[src/rtl/seq_u_div_rst.sv]
// Multi-cycle unsigned restoring divider, radix-2: q = a / b, r = a % b.
// Operands and results move through valid/ready handshakes; one quotient bit per clock.
module seq_u_div_rst #(
  parameter int unsigned N = 8
) (
  input  logic         clk,
  input  logic         rst_n,
  input  logic         in_valid,
  output logic         in_ready,
  input  logic [N-1:0] a,
  input  logic [N-1:0] b,
  output logic         out_valid,
  input  logic         out_ready,
  output logic [N-1:0] q,
  output logic [N-1:0] r,
  output logic         dbz
);

  localparam int unsigned CntW = $clog2(N + 1);

  typedef enum logic [1:0] {
    StIdle,
    StCalc,
    StDone
  } state_e;

  state_e        state_q, state_d;
  logic [N:0]    rem_q, rem_d;
  logic [N-1:0]  quo_q, quo_d;
  logic [N-1:0]  div_q, div_d;
  logic [CntW-1:0] cnt_q, cnt_d;
  logic [N-1:0]  q_q, q_d;
  logic [N-1:0]  r_q, r_d;
  logic          dbz_q, dbz_d;

  logic [N+1:0]  trial;
  logic [N:0]    rem_shift;
  logic          trial_neg;
  logic          last_iter;

  // {rem,quo} shifted left by one; the trial keeps an extra sign bit so a borrow is visible.
  always_comb begin
    rem_shift = {rem_q[N-1:0], quo_q[N-1]};
    trial     = {rem_q, quo_q[N-1]} - {2'b00, div_q};
    trial_neg = trial[N+1];
    last_iter = (cnt_q == CntW'(N - 1));
  end

  always_comb begin
    state_d = state_q;
    rem_d   = rem_q;
    quo_d   = quo_q;
    div_d   = div_q;
    cnt_d   = cnt_q;
    q_d     = q_q;
    r_d     = r_q;
    dbz_d   = dbz_q;

    unique case (state_q)
      StIdle: begin
        if (in_valid) begin
          if (b == '0) begin
            state_d = StDone;
            q_d     = '1;
            r_d     = a;
            dbz_d   = 1'b1;
          end else begin
            state_d = StCalc;
            rem_d   = '0;
            quo_d   = a;
            div_d   = b;
            cnt_d   = '0;
            dbz_d   = 1'b0;
          end
        end
      end

      StCalc: begin
        if (!trial_neg) begin
          rem_d = trial[N:0];
        end else begin
          rem_d = rem_shift;
        end
        quo_d = {quo_q[N-2:0], ~trial_neg};
        cnt_d = cnt_q + CntW'(1);
        if (last_iter) begin
          state_d = StDone;
          q_d     = quo_d;
          r_d     = rem_d[N-1:0];
        end
      end

      StDone: begin
        if (out_ready) begin
          state_d = StIdle;
        end
      end

      default: state_d = StIdle;
    endcase
  end

  always_ff @(posedge clk or negedge rst_n) begin
    if (!rst_n) begin
      state_q <= StIdle;
      rem_q   <= '0;
      quo_q   <= '0;
      div_q   <= '0;
      cnt_q   <= '0;
      q_q     <= '0;
      r_q     <= '0;
      dbz_q   <= 1'b0;
    end else begin
      state_q <= state_d;
      rem_q   <= rem_d;
      quo_q   <= quo_d;
      div_q   <= div_d;
      cnt_q   <= cnt_d;
      q_q     <= q_d;
      r_q     <= r_d;
      dbz_q   <= dbz_d;
    end
  end

  assign in_ready  = (state_q == StIdle);
  assign out_valid = (state_q == StDone);
  assign q         = q_q;
  assign r         = r_q;
  assign dbz       = dbz_q;

endmodule

[config.mk]
export PLATFORM = sky130hd
export DESIGN_NAME = seq_u_div_rst
export DESIGN_NICKNAME = d
export VERILOG_FILES = /design/src/rtl/seq_u_div_rst.sv
export SDC_FILE = /design/constraint.sdc
export NUM_CORES = 1
export LEC_CHECK = 0
export CAP_MARGIN = 20
export CORE_ASPECT_RATIO = 0.7
export CORE_MARGIN = 3
export CORE_UTILIZATION = 48
export DETAILED_ROUTE_END_ITERATION = 8
export PLACE_DENSITY = 0.76
export SETUP_SLACK_MARGIN = 0.4
export SYNTH_ARGS = -nofsm -noshare
export SYNTH_HDL_FRONTEND = slang
export SYNTH_SLANG_ARGS = --single-unit
[constraint.sdc]
create_clock -name clk -period 2.47 [get_ports clk]
set_input_delay 0.6175 -clock clk [delete_from_list [all_inputs] [get_ports clk]]
set_output_delay 0.6175 -clock clk [all_outputs]
set_load 0.03 [all_outputs]
==> results.md <==
* Die width at 91.2 um
* Cell Chain, Critical Path: inv_2 -> ha_4 -> a21o_1 -> a21o_1 -> or4_4 -> and2_4 -> and3_1 -> a221o_1
* Global placer's final weighted congestion at 0.812
* Input/output buffers at 38
* CTS HTree Levels at 2
* Count of unique library cells instantiated by Yosys at 44
* Fraction of registers with async set or reset after synthesis at 100%
* Number of antenna violations at the first check in global routing at 0
* IO Pins at 39
* Post-route ant nets at 0
* Area overhead of the layout relative to synthesis at 42.5%
* TritonCTS Buffers at 5
* Post-route minimum period at 2360 ps
* Tightest Pin Transition at 592 ps
* Maximum number of pins on one net before global-route repair at 49
* Chip Height at 65.7 um
* Global-route congestion overflow total at 0
* Worst Setup End Kind: flop
* Syn Area/Cell at 9.54 sq um
* Worst endpoint required time at 2660 ps
* Cell with the largest stage delay on the worst path: or4_4
* Top library cells by usage in the layout, fill and taps aside: nand2_1 (48), dfrtp_1 (48), clkdlybuf4s50_1 (28)
* Leak Pwr at 0.00155 uW
* Power Density at 1710 nW/um^2
* Status: finished clean
* Number of cells in the finished layout apart from fillers at 396
* Hold Path Class: in -> async
* Clock latency at the later pin of the worst-skew pair at 300 ps
* Ant diodes at 0
* Wirelength per Cell at 15.3 um
* Worst Setup Slack post-DPL at -94.4 ps
* GRT Overall Usage at 22.5%
* Max Slew Vio Count at 0
* Nets in the synthesized netlist at 286
* CTS root buf: clkbuf_8
* Fill cell total of the finished layout at 373
* Number of buffers on the longest clock path at 2
* Total of hold buffers inserted after clock tree synthesis at 0
* Drt pass-1 iters at 4
* Worst path most repeated cell: a21o_1
* Maximum clock rate at 424 MHz
* Clk_skew at 5.12 ps
* Sequential cell area fraction in the yosys report at 49.2%
* Classification of the worst setup path: reg -> reg
* Number of clock sinks seen by CTS at 48
* Final core utilization at 71.9%
* Number of synthesized flops with an enable pin at 0
* Synthesized cell area at 2440 sq um
* Cells after synthesis at 256
* Placed wire-length estimate at 4.28 mm
* Floorplan die area at 5990 sq um
* Register bit total from synthesis at 48
* DR DRC count at 0
* Number of hold violations in the final report at 0
* Maximum fanout encountered on the critical timing path at 5
* Number of setup violations in the final report at 0
* 1st-iter DRT viols at 129
* Share of post-route cells with drive strength above 1 at 26.3%
* Worst EP arrival at 2550 ps
* Total placed cells including tap cells at 376
* Clock Pin Slew Worst Setup and Hold Paths at 90 ps
* Max transition margin at 60.5%
* Post-layout worst setup margin at 110 ps
* Number of rows in the core area at 21
* Area of the multi-input gates at 1380 sq um
* Number of max-capacitance violations reported at 0
* Final Net Count at 356
* Vias in the first global route at 2,205
* Total core area at 4830 sq um
* Most used DFF post-synth: dfrtp_1
* Vias at 2,128
* Reg area at 1200 sq um
* Warning count from the yosys run at 0
* Initial Util at 50.5%
* Worst setup SP type: flop
* TritonCTS clock tree: done
* Worst IR Drop VDD at 0.694 mV
* Total routed wirelength at 6.05 mm
* Longest individual stage delay on the worst path at 510 ps
* Via density per instance at 5.37
* Fin crit share at 95.5%
* First-pass GRT wire length at 10.6 mm
* RSZ-0062 raised after global routing: yes
* Sum of negative setup slack at 0 ps
==> worst max-delay path: cells and delay by family (launching register included) <==
kind                       cells  cell delay [ps]
and+or+nand+nor                3              880
buffers and inverters          1               90
adders and majority gates      1              220
DFF                            1              380
AOI/OAI and AO/OA              3              670
==> timing repair <==
| action | 4_1_cts | 5_1_grt |
|---|---|---|
| setup endpoints to repair | 45 | 40 |
| endpoints found under the hold margin | 0 | 0 |
| resized for setup | 32 | 17 |
| gates cloned | 1 | 0 |
| buffers inserted | 9 | 2 |
| pin swaps | 19 | 13 |
==> power by group <==
group	leakage, uW	internal (uW)	switching [uW]	total (uW)
Combinational	0.000927	1900	2010	3920
Sequential	0.000568	1170	291	1460
Clock	0.0000541	300	260	560
==> cells by family (layout without fill, tap and decap cells) <==
group	after synthesis	in the layout	synth area share, %
DFF	48	48	49.2
buffers and inverters	21	91	4.15
AOI/OAI and AO/OA	67	67	19.5
and+or+nand+nor	101	102	18.3
adders and majority gates	10	10	5.43
xor gates and xnor gates	7	7	2.51
muxes	2	2	0.871
==> stage by stage <==
step	total power (uW)	cell area, sq um	hold WS [ps]
6_report	5940	3480	393
5_1_grt	6410	3480	435
4_1_cts	5800	3420	411
3_3_place_gp	4630	3120	473
2_1_floorplan	3780	2540	322
3_5_place_dp	4700	3120	477
==> Yosys cell counts, drive strengths merged, types with 4 or more instances <==
| cell | instances | share of area, % |
|---|---|---|
| a21oi | 9 | 1.8 |
| clkbuf | 6 | 0.92 |
| o22a | 8 | 2.9 |
| xor2 | 4 | 1.4 |
| buf | 4 | 1.5 |
| ha | 9 | 4.6 |
| a21o | 5 | 1.5 |
| inv | 11 | 1.7 |
| nor2 | 28 | 4.4 |
| nand3 | 7 | 1.4 |
| nand2 | 50 | 7.7 |
| o21ai | 10 | 2.1 |
| a31oi | 14 | 3.6 |
| dfrtp | 48 | 49 |
==> metal layers <==
layer / vias to the layer above / GRT usage (%) / wire length [um]
met5: - / 0 / 0
met4: 0 / 6.39 / 20
met3: 2 / 4.69 / 251
met2: 50 / 35.0 / 2710
met1: 1032 / 32.0 / 3080
li1: 1044 / - / -
==> worst paths after layout <==
check	startpoint	end	slack, ps	cells past startpoint
hold reg to reg	q[1]	q[1]	490	1
max in group asynchronous	rst_n	cnt_q[2]	1670	2
min in group clk	q[1]	q[1]	490	1
setup reg to reg	div_q[6]	rem_q[8]	110	8
setup / recovery	div_q[6]	rem_q[8]	110	8
hold / removal	rst_n	rem_q[8]	390	2
==> layout make-up <==
class                   instances  area share [%]
clock buffers                   5            1.98
inverters                      11            1.19
well taps                      69            2.48
repair buffers                 72            19.0
clock inverters                 3            1.22
multi-input cells             188            39.6
flip-flops and latches         48            34.5
==> state kept, by name (all words and copies together) (netlist names) <==
name     cells
rem_q        9
div_q        8
q            8
quo_q        8
r            8
cnt_q        4
state_q      2
dbz          1
Power figures use the tool's default switching activity.
